<file path="config.mk">
export PLATFORM = sky130hd
export DESIGN_NAME = fetch_queue
export DESIGN_NICKNAME = d
export VERILOG_FILES = /design/src/rtl/cpu_pkg.sv /design/src/rtl/sync_fifo.sv /design/src/rtl/fetch_queue.sv
export SDC_FILE = /design/constraint.sdc
export NUM_CORES = 1
export LEC_CHECK = 0
export CAP_MARGIN = 0
export CELL_PAD_IN_SITES_DETAIL_PLACEMENT = 0
export CELL_PAD_IN_SITES_GLOBAL_PLACEMENT = 1
export CORE_ASPECT_RATIO = 1.1
export CORE_UTILIZATION = 49
export DETAILED_ROUTE_END_ITERATION = 7
export GPL_TIMING_DRIVEN = 0
export PLACE_DENSITY_LB_ADDON = 0.1
export SLEW_MARGIN = 20
export SYNTH_ARGS = -nofsm -noshare
export SYNTH_HDL_FRONTEND = slang
export SYNTH_HIERARCHICAL = 1
export SYNTH_SLANG_ARGS = --single-unit
</file>
<file path="constraint.sdc">
create_clock -name clk -period 5.8 [get_ports clk]
set_clock_uncertainty 0.15 [all_clocks]
set_input_delay 0.87 -clock clk [delete_from_list [all_inputs] [get_ports clk]]
set_output_delay 0.87 -clock clk [all_outputs]
set_load 0.1 [all_outputs]
</file>
<file path="src/rtl/cpu_pkg.sv">
// Shared CPU front-end definitions: data widths, reset defaults, the
// fetch queue entry layout and the fetch FSM state encoding.
package cpu_pkg;

    localparam int XLEN = 32;
    localparam int ILEN = 32;

    localparam logic [XLEN-1:0] RESET_PC_DEFAULT = 32'h0000_0000;

    // addi x0, x0, 0
    localparam logic [ILEN-1:0] NOP_INSTR = 32'h0000_0013;

    typedef enum logic {
        FQ_RUN   = 1'b0,
        FQ_DRAIN = 1'b1
    } fq_state_e;

    // One buffered instruction together with the address it was fetched from.
    typedef struct packed {
        logic [XLEN-1:0] pc;
        logic [ILEN-1:0] instr;
    } fq_entry_t;

    // Force an address onto a 4-byte boundary.
    function automatic logic [XLEN-1:0] word_align(input logic [XLEN-1:0] addr);
        return addr & ~XLEN'(3);
    endfunction

endpackage

</file>
<file path="src/rtl/sync_fifo.sv">
// Single-clock FIFO with a synchronous flush. The head word is read
// combinationally so an entry written on one edge is visible to the
// consumer in the very next cycle; an empty FIFO presents all zeros.
module sync_fifo #(
    parameter int WIDTH = 64,
    parameter int DEPTH = 4
) (
    input  logic                         clk,
    input  logic                         rst,
    input  logic                         flush,
    input  logic                         push,
    input  logic [WIDTH-1:0]             push_data,
    input  logic                         pop,
    output logic [WIDTH-1:0]             pop_data,
    output logic                         empty,
    output logic                         full,
    output logic [$clog2(DEPTH+1)-1:0]   count
);

    localparam int AW = $clog2(DEPTH);
    localparam int CW = $clog2(DEPTH + 1);

    logic [WIDTH-1:0] mem [DEPTH];
    logic [AW-1:0]    wr_ptr_reg;
    logic [AW-1:0]    rd_ptr_reg;
    logic [CW-1:0]    count_reg;

    logic do_push;
    logic do_pop;

    assign empty    = (count_reg == '0);
    assign full     = (count_reg == CW'(DEPTH));
    assign count    = count_reg;

    // A pop on an empty FIFO is ignored; a push into a full FIFO is only
    // accepted when the head leaves in the same cycle.
    assign do_pop   = pop && !empty;
    assign do_push  = push && (!full || do_pop);

    assign pop_data = empty ? '0 : mem[rd_ptr_reg];

    // Storage write; contents need no reset because the count guards reads.
    always_ff @(posedge clk) begin
        if (do_push) begin
            mem[wr_ptr_reg] <= push_data;
        end
    end

    // Pointer and occupancy bookkeeping; flush empties the FIFO in one cycle.
    always_ff @(posedge clk) begin
        if (rst || flush) begin
            wr_ptr_reg <= '0;
            rd_ptr_reg <= '0;
            count_reg  <= '0;
        end else begin
            if (do_push) begin
                wr_ptr_reg <= wr_ptr_reg + AW'(1);
            end
            if (do_pop) begin
                rd_ptr_reg <= rd_ptr_reg + AW'(1);
            end
            case ({do_push, do_pop})
                2'b10:   count_reg <= count_reg + CW'(1);
                2'b01:   count_reg <= count_reg - CW'(1);
                default: count_reg <= count_reg;
            endcase
        end
    end

    a_no_overflow: assert property (@(posedge clk) disable iff (rst)
        !(push && full && !pop));

endmodule

</file>
<file path="src/rtl/fetch_queue.sv">
// Instruction fetch front end. Issues word-aligned fetch requests while
// credits remain, pairs each in-order memory response with the address that
// produced it, and buffers the result for decode. A redirect flushes the
// buffer, moves fetch_pc, and drains responses still in flight for the old
// path before fetching resumes.
module fetch_queue
    import cpu_pkg::*;
#(
    parameter logic [XLEN-1:0] RESET_PC = RESET_PC_DEFAULT,
    parameter int              DEPTH    = 4
) (
    input  logic            clk,
    input  logic            rst,

    output logic            imem_req_valid,
    input  logic            imem_req_ready,
    output logic [XLEN-1:0] imem_req_addr,
    input  logic            imem_rsp_valid,
    input  logic [ILEN-1:0] imem_rsp_data,

    output logic            instr_valid,
    input  logic            instr_ready,
    output logic [ILEN-1:0] instr,
    output logic [XLEN-1:0] instr_pc,

    input  logic            redirect_valid,
    input  logic [XLEN-1:0] redirect_pc
);

    localparam int CW = $clog2(DEPTH + 1);
    localparam int EW = $bits(fq_entry_t);

    fq_state_e       state_reg;
    logic [XLEN-1:0] fetch_pc_reg;
    logic [CW-1:0]   outstanding_reg;
    logic [CW-1:0]   drop_cnt_reg;

    logic            credit_ok;
    logic            req_accept;
    logic            rsp_keep;
    logic            q_pop;
    logic            q_empty;
    logic            q_full;
    logic [CW-1:0]   q_count;
    logic [CW-1:0]   drop_on_redirect;

    logic            addr_empty;
    logic            addr_full;
    logic [CW-1:0]   addr_count;
    logic [XLEN-1:0] rsp_pc;

    fq_entry_t       push_entry;
    fq_entry_t       head_entry;
    logic [EW-1:0]   head_bits;

    // Every issued fetch reserves a queue slot, so buffered plus in-flight
    // never exceeds DEPTH and a response always finds room.
    assign credit_ok = ({1'b0, q_count} + {1'b0, outstanding_reg}) < (CW+1)'(DEPTH);

    assign imem_req_valid = !rst && (state_reg == FQ_RUN) && !redirect_valid && credit_ok;
    assign imem_req_addr  = fetch_pc_reg;
    assign req_accept     = imem_req_valid && imem_req_ready;

    // Responses are kept only on the live path; in DRAIN, or in the redirect
    // cycle itself, they belong to the abandoned path.
    assign rsp_keep = !rst && imem_rsp_valid && (state_reg == FQ_RUN) && !redirect_valid;

    // In-flight requests that will still answer after the redirect cycle.
    assign drop_on_redirect = outstanding_reg - CW'(imem_rsp_valid);

    assign push_entry = '{pc: rsp_pc, instr: imem_rsp_data};
    assign head_entry = fq_entry_t'(head_bits);

    assign instr_valid = !rst && !q_empty;
    assign q_pop       = instr_valid && instr_ready;
    assign instr       = rst ? '0 : head_entry.instr;
    assign instr_pc    = rst ? '0 : head_entry.pc;

    // Addresses of live requests, oldest first; the head names the next response.
    sync_fifo #(
        .WIDTH (XLEN),
        .DEPTH (DEPTH)
    ) u_addr_fifo (
        .clk       (clk),
        .rst       (rst),
        .flush     (redirect_valid),
        .push      (req_accept),
        .push_data (fetch_pc_reg),
        .pop       (rsp_keep),
        .pop_data  (rsp_pc),
        .empty     (addr_empty),
        .full      (addr_full),
        .count     (addr_count)
    );

    // Instruction buffer presented to decode. A pop in the redirect cycle
    // still completes; everything else is discarded by the flush.
    sync_fifo #(
        .WIDTH (EW),
        .DEPTH (DEPTH)
    ) u_instr_fifo (
        .clk       (clk),
        .rst       (rst),
        .flush     (redirect_valid),
        .push      (rsp_keep),
        .push_data (push_entry),
        .pop       (q_pop),
        .pop_data  (head_bits),
        .empty     (q_empty),
        .full      (q_full),
        .count     (q_count)
    );

    // Fetch FSM: fetch_pc, in-flight count and the drain counter.
    always_ff @(posedge clk) begin
        if (rst) begin
            state_reg       <= FQ_RUN;
            fetch_pc_reg    <= RESET_PC;
            outstanding_reg <= '0;
            drop_cnt_reg    <= '0;
        end else begin
            outstanding_reg <= outstanding_reg + CW'(req_accept) - CW'(imem_rsp_valid);

            if (redirect_valid) begin
                // Redirects may arrive in either state; the drain count is
                // simply reloaded from what is still in flight.
                fetch_pc_reg <= word_align(redirect_pc);
                drop_cnt_reg <= drop_on_redirect;
                state_reg    <= (drop_on_redirect != '0) ? FQ_DRAIN : FQ_RUN;
            end else begin
                if (req_accept) begin
                    fetch_pc_reg <= fetch_pc_reg + XLEN'(4);
                end
                if ((state_reg == FQ_DRAIN) && imem_rsp_valid) begin
                    drop_cnt_reg <= drop_cnt_reg - CW'(1);
                    if (drop_cnt_reg == CW'(1)) begin
                        state_reg <= FQ_RUN;
                    end
                end
            end
        end
    end

    a_no_push_full: assert property (@(posedge clk) disable iff (rst)
        !(rsp_keep && q_full && !q_pop));

    a_rsp_has_addr: assert property (@(posedge clk) disable iff (rst)
        !(rsp_keep && addr_empty));

    a_addr_no_overflow: assert property (@(posedge clk) disable iff (rst)
        !(req_accept && addr_full));

    a_run_tracks_all: assert property (@(posedge clk) disable iff (rst)
        (state_reg == FQ_RUN) |-> (addr_count == outstanding_reg));

    a_drain_tracks_all: assert property (@(posedge clk) disable iff (rst)
        (state_reg == FQ_DRAIN) |-> (drop_cnt_reg == outstanding_reg));

endmodule

</file>
==> results of run 1 <==
metrics by stage:
stage	TNS [ns]	hold slack, ns
3_3_place_gp	-460.63	0.352
3_5_place_dp	0	0.362
6_report	0	0.369
2_1_floorplan	0	0.335
5_1_grt	0	0.405
4_1_cts	0	0.359
cell type report:
type | count | area [sq um] | share of cell area (%)
clock buffer | 67 | 1310 | 5.90
timing repair buffer | 168 | 1750 | 7.87
buffer | 72 | 338 | 1.52
inverter | 24 | 90.1 | 0.406
clock inverter | 14 | 159 | 0.716
tap | 487 | 609 | 2.74
multi-input combinational | 576 | 5320 | 24.0
sequential | 439 | 12600 | 56.9
worst max-delay path, cell delays in order:
cell,delay [ns]
clkdlybuf4s50_1,0.69
clkbuf_2,0.53
clkbuf_1,0.71
nor2b_1,0.15
clkdlybuf4s50_1,1.01
layer usage:
metal	track usage, %	part of all wire [%]
met2	35.2	49
met4	6.43	2.1
met5	0	0
met3	3.60	5.7
met1	27.5	43
power by group through the flow:
| stage | clock network (mW) | registers (mW) | logic, mW |
|---|---|---|---|
| floorplan | 0 | 3.67 | 0.170 |
| global placement | 0 | 3.60 | 0.400 |
| detailed placement | 0 | 3.60 | 0.407 |
| CTS | 2.89 | 3.53 | 0.409 |
| global route | 3.02 | 3.54 | 0.435 |
| finish | 2.83 | 3.53 | 0.406 |
worst paths after layout:
kind | slack (ns) | depth (start not counted) | start | end
worst max-delay path | 0.81 | 5 | rst | instr[0]
worst min-delay path | 0.37 | 2 | u_addr_fifo/rd_ptr_reg[1] | flop
worst max register to register | 1.88 | 8 | outstanding_reg[2] | u_addr_fifo/mem[2][10]
worst min register to register | 0.37 | 2 | u_addr_fifo/rd_ptr_reg[1] | flop
cell usage in the layout (no fill, tap or decap), drive strengths merged, types with 12 or more instances in the layout:
cell type        n
edfxtp         384
clkdlybuf4s50  163
nor2b          162
clkbuf         112
mux4            96
dfxtp           55
a21oi           34
nor2            32
buf             32
nand3           25
inv             25
nand2           20
ha              17
nand4           16
o21ai           12
and3            12
==> qor.csv, run 1 <==
metric;value;unit
result of the run;finished clean;
top achievable clock speed;200;MHz
cell count after placement;1766;
max-cap viol count;0;
total core area;36500;sq um
initial cell density of the core;50.2;%
required time at the worst-slack endpoint;4.78;ns
initial antenna violation count;0;
Routed Antenna Nets;0;
post-synthesis cell count;1102;
mapped cell area;18300;sq um
number of gates resized after cts;0;
die width;186;um
std cell rows;73;
combinational share of power;6.0;%
CTS Root Buffer Type;clkbuf_16;
fraction of power consumed by the clock network;41.8;%
GP Congestion;0.826;
syn_area_per_cell;16.6;sq um
Worst Max-Slew Pin Slew;1.04;ns
first-pass GRT wire length;60.3;mm
number of fill cells in the layout;2788;
maximum count of clock buffers along a single path;3;
number of buffers inserted during clock tree synthesis;45;
number of flip-flops under the largest register name;256;
number of DRC markers after the initial detailed-route iteration;713;
maximum fanout encountered on the critical timing path;10;
pwr dens;305;nW/um^2
Final Cell Area;22200;sq um
Biggest register;u_instr_fifo/mem;
clock latency of the later-clocked register in the worst-skew pair;0.55;ns
total of endpoints with negative setup slack in the final report;0;
normalized max-slew margin;30.5;%
critical path startpoint category;input pin;
Clk pin slew, worst setup/hold paths;0.06;ns
Fin. Hold Viols;0;
Setup WS pre-CTS;0.289;ns
critical path type;in2out;
Area Growth Syn to Fin;21.2;%
internal power;5.32;mW
Psw;1.45;mW
DRC Markers;0;
sw frac;21.4;%
sum of routed wire length over all layers;38.6;mm
average wire length per cell after detail routing;20.9;um
setup repair after global routing missed its margin;no;
Die H;205;um
post-CTS setup-driven buffer insertion count;0;
overall power of the completed layout;6.77;mW
gr usage total;20.7;%
remaining global-route overflow;0;
utilization of the core after routing;60.8;%
buffers added on ports;163;
final net count;1416;
Setup crit end kind;primary output;
detailed-route via count;10300;
cell leakage power;7.29;nW
min cycle time layout;4.99;ns
non-filler instance count after layout;1847;
worst vdd rail ir drop;0.185;mV
Sink Count;439;
Yosys warning total;6;
final count of pins violating max slew;0;
hpwl dp;25.2;mm
share of cells above drive strength 1;16.1;%
vias per cell;5.56;
ratio of final minimum period to clock period;86.0;%
TritonCTS clock tree;built;
antenna cell count;0;
CTS H-tree lvls;2;
I/O pin cnt;168;
largest net degree at the start of global routing;46;
arrival time worst endpoint;3.97;ns
cell area after placement;20700;sq um
kind of path behind the tightest hold check;reg2reg;
sequential power share;52.2;%
post-cts hold buffer count;0;
final critical-path setup slack;0.812;ns
Die Area;38200;sq um
count of TritonRoute iterations in the first routing pass;5;
number of global-route vias before repair;10500;
Power figures use the tool's default switching activity.
==> run 2: changes to the inputs <==
--- a/config.mk
+++ b/config.mk
@@ -8,7 +8,7 @@
 export CAP_MARGIN = 0
 export CELL_PAD_IN_SITES_DETAIL_PLACEMENT = 0
 export CELL_PAD_IN_SITES_GLOBAL_PLACEMENT = 1
-export CORE_ASPECT_RATIO = 1.1
+export CORE_ASPECT_RATIO = 0.7
 export CORE_UTILIZATION = 49
 export DETAILED_ROUTE_END_ITERATION = 7
 export GPL_TIMING_DRIVEN = 0
==> run 2 against run 1 <==
Net effect: combinational power shrank 1%; design area shrank 0.33%; setup slack lost 0.062 ns; first-iteration DRC count grew 16%.
==> qor.csv, run 2 (synthesis results as in run 1) <==
metric;value;unit;change
number of DRC markers after the initial detailed-route iteration;824;;was 713
total of endpoints with negative setup slack in the final report;0;;unchanged
result of the run;finished clean;;unchanged
number of global-route vias before repair;10000;;was 10,500
normalized max-slew margin;26.4;%;was 30.5%
share of cells above drive strength 1;15.8;%;was 16.1%
count of TritonRoute iterations in the first routing pass;6;;was 5
Hold Slack;0.382;ns;was 0.369 ns
CTS Root Buffer Type;clkbuf_16;;unchanged
critical path type;reg2out;;was in2out
initial antenna violation count;0;;unchanged
maximum count of clock buffers along a single path;3;;unchanged
post-CTS setup-driven buffer insertion count;0;;unchanged
vias per cell;5.52;;was 5.56
GP Congestion;0.810;;was 0.826
Setup WS pre-CTS;0.665;ns;was 0.289 ns
most frequent cells in the layout;edfxtp_1, clkdlybuf4s50_1, nor2b_1, mux4_2, dfxtp_1;;unchanged
gr usage total;21.0;%;was 20.7%
Die H;164;um;was 205 um
min cycle time layout;5.05;ns;was 4.99 ns
total core area;36400;sq um;was 36,500 sq um
arrival time worst endpoint;4.03;ns;was 3.97 ns
setup repair after global routing missed its margin;no;;unchanged
clock latency of the later-clocked register in the worst-skew pair;0.54;ns;was 0.55 ns
maximum fanout encountered on the critical timing path;10;;unchanged
final count of pins violating max slew;0;;unchanged
final net count;1413;;was 1,416
number of flip-flops under the largest register name;256;;unchanged
antenna cell count;0;;unchanged
die width;233;um;was 186 um
top achievable clock speed;198;MHz;was 200 MHz
I/O pin cnt;168;;unchanged
std cell rows;58;;was 73
Sink Count;439;;unchanged
first-pass GRT wire length;60.0;mm;was 60.3 mm
Fin. Hold Viols;0;;unchanged
sum of routed wire length over all layers;39.0;mm;was 38.6 mm
kind of path behind the tightest hold check;reg2reg;;unchanged
Die Area;38200;sq um;about the same
detailed-route via count;10100;;was 10,300
final critical-path setup slack;0.750;ns;was 0.812 ns
number of buffers inserted during clock tree synthesis;42;;was 45
cell area after placement;20700;sq um;about the same
ratio of final minimum period to clock period;87.1;%;was 86.0%
worst vdd rail ir drop;0.188;mV;was 0.185 mV
number of gates resized after cts;0;;unchanged
Routed Antenna Nets;0;;unchanged
largest net degree at the start of global routing;47;;was 46
Setup crit end kind;primary output;;unchanged
buffers added on ports;163;;unchanged
Worst Max-Slew Pin Slew;1.10;ns;was 1.04 ns
Area Growth Syn to Fin;20.8;%;was 21.2%
Biggest register;u_instr_fifo/mem;;unchanged
max-cap viol count;0;;unchanged
most common cell after layout, fill and taps aside;edfxtp_1;;unchanged
DRC Markers;0;;unchanged
CTS H-tree lvls;2;;unchanged
hpwl dp;25.8;mm;was 25.2 mm
Final Cell Area;22100;sq um;was 22,200 sq um
required time at the worst-slack endpoint;4.78;ns;about the same
pwr dens;303;nW/um^2;was 305 nW/um^2
initial cell density of the core;50.4;%;was 50.2%
post-cts hold buffer count;0;;unchanged
critical path startpoint category;flop;;was input pin
TritonCTS clock tree;built;;unchanged
remaining global-route overflow;0;;unchanged
average wire length per cell after detail routing;21.3;um;was 20.9 um
Clk pin slew, worst setup/hold paths;0.06;ns;about the same
Post-Route Setup TNS;0;ns;unchanged
cell leakage power;7.25;nW;was 7.29 nW
==> run 2: cell types whose count changed in the layout (fill, tap and decap cells not counted) <==
cell	change
inv_8	-1
clkinv_1	+2
clkbuf_8	-8
clkinv_2	+2
clkbuf_16	-3
clkinv_8	+1
clkinvlp_4	+1
bufinv_16	+3
==> run 2: worst paths after layout <==
path	start	to	slack [ns]	cells past startpoint
worst max register to register	u_instr_fifo/count[0]	u_instr_fifo/mem[2][38]	2.05	9
worst max-delay path	u_instr_fifo/count[0]	instr[14]	0.75	7
worst min-delay path	u_instr_fifo/rd_ptr_reg[0]	u_instr_fifo/rd_ptr_reg[0]	0.38	2
worst min register to register	u_instr_fifo/rd_ptr_reg[0]	u_instr_fifo/rd_ptr_reg[0]	0.38	2
==> run 2: area by class of cell <==
cell class	count	area, sq um
plain buffers	72	338
fillers	2750	14200
inverters	24	90.1
clock buffers	56	1120
flip-flops and latches	439	12600
multi-input cells	576	5320
repair buffers	168	1750
well taps	480	601
clock inverters	22	279
==> run 2: worst max-delay path: stages, from the launching register on <==
cell             delay [ns]
dfxtp_1                0.34
buf_4                  0.18
nor3_1                 0.65
clkbuf_1               0.50
clkbuf_1               0.56
nor2b_1                0.10
nor2b_1                0.16
clkdlybuf4s50_1        0.99
==> run 2: report_power, final <==
group | leakage (nW) | internal (mW) | switching, mW | total, mW
sequential | 4.16 | 3.47 | 0.0621 | 3.54
combinational | 2.40 | 0.153 | 0.249 | 0.402
clock | 0.683 | 1.64 | 1.14 | 2.78
total | 7.25 | 5.27 | 1.45 | 6.72
==> run 2: per-layer routing <==
layer / global-route usage, % / share of wire, % / up-vias
li1: - / - / 4696
met1: 32.7 / 48 / 5144
met2: 31.6 / 46 / 257
met3: 2.83 / 4.6 / 46
met4: 4.46 / 1.3 / 0
met5: 0 / 0 / -
==> run 2: metrics by stage <==
stage | util (%) | instances | total power [mW]
6_report | 60.9 | 1837 | 6.72
5_1_grt | 60.9 | 1837 | 6.92
4_1_cts | 60.9 | 1837 | 6.78
3_5_place_dp | 57.0 | 1759 | 4.01
3_3_place_gp | 56.6 | 1754 | 4.00
2_1_floorplan | - | 1111 | 3.84
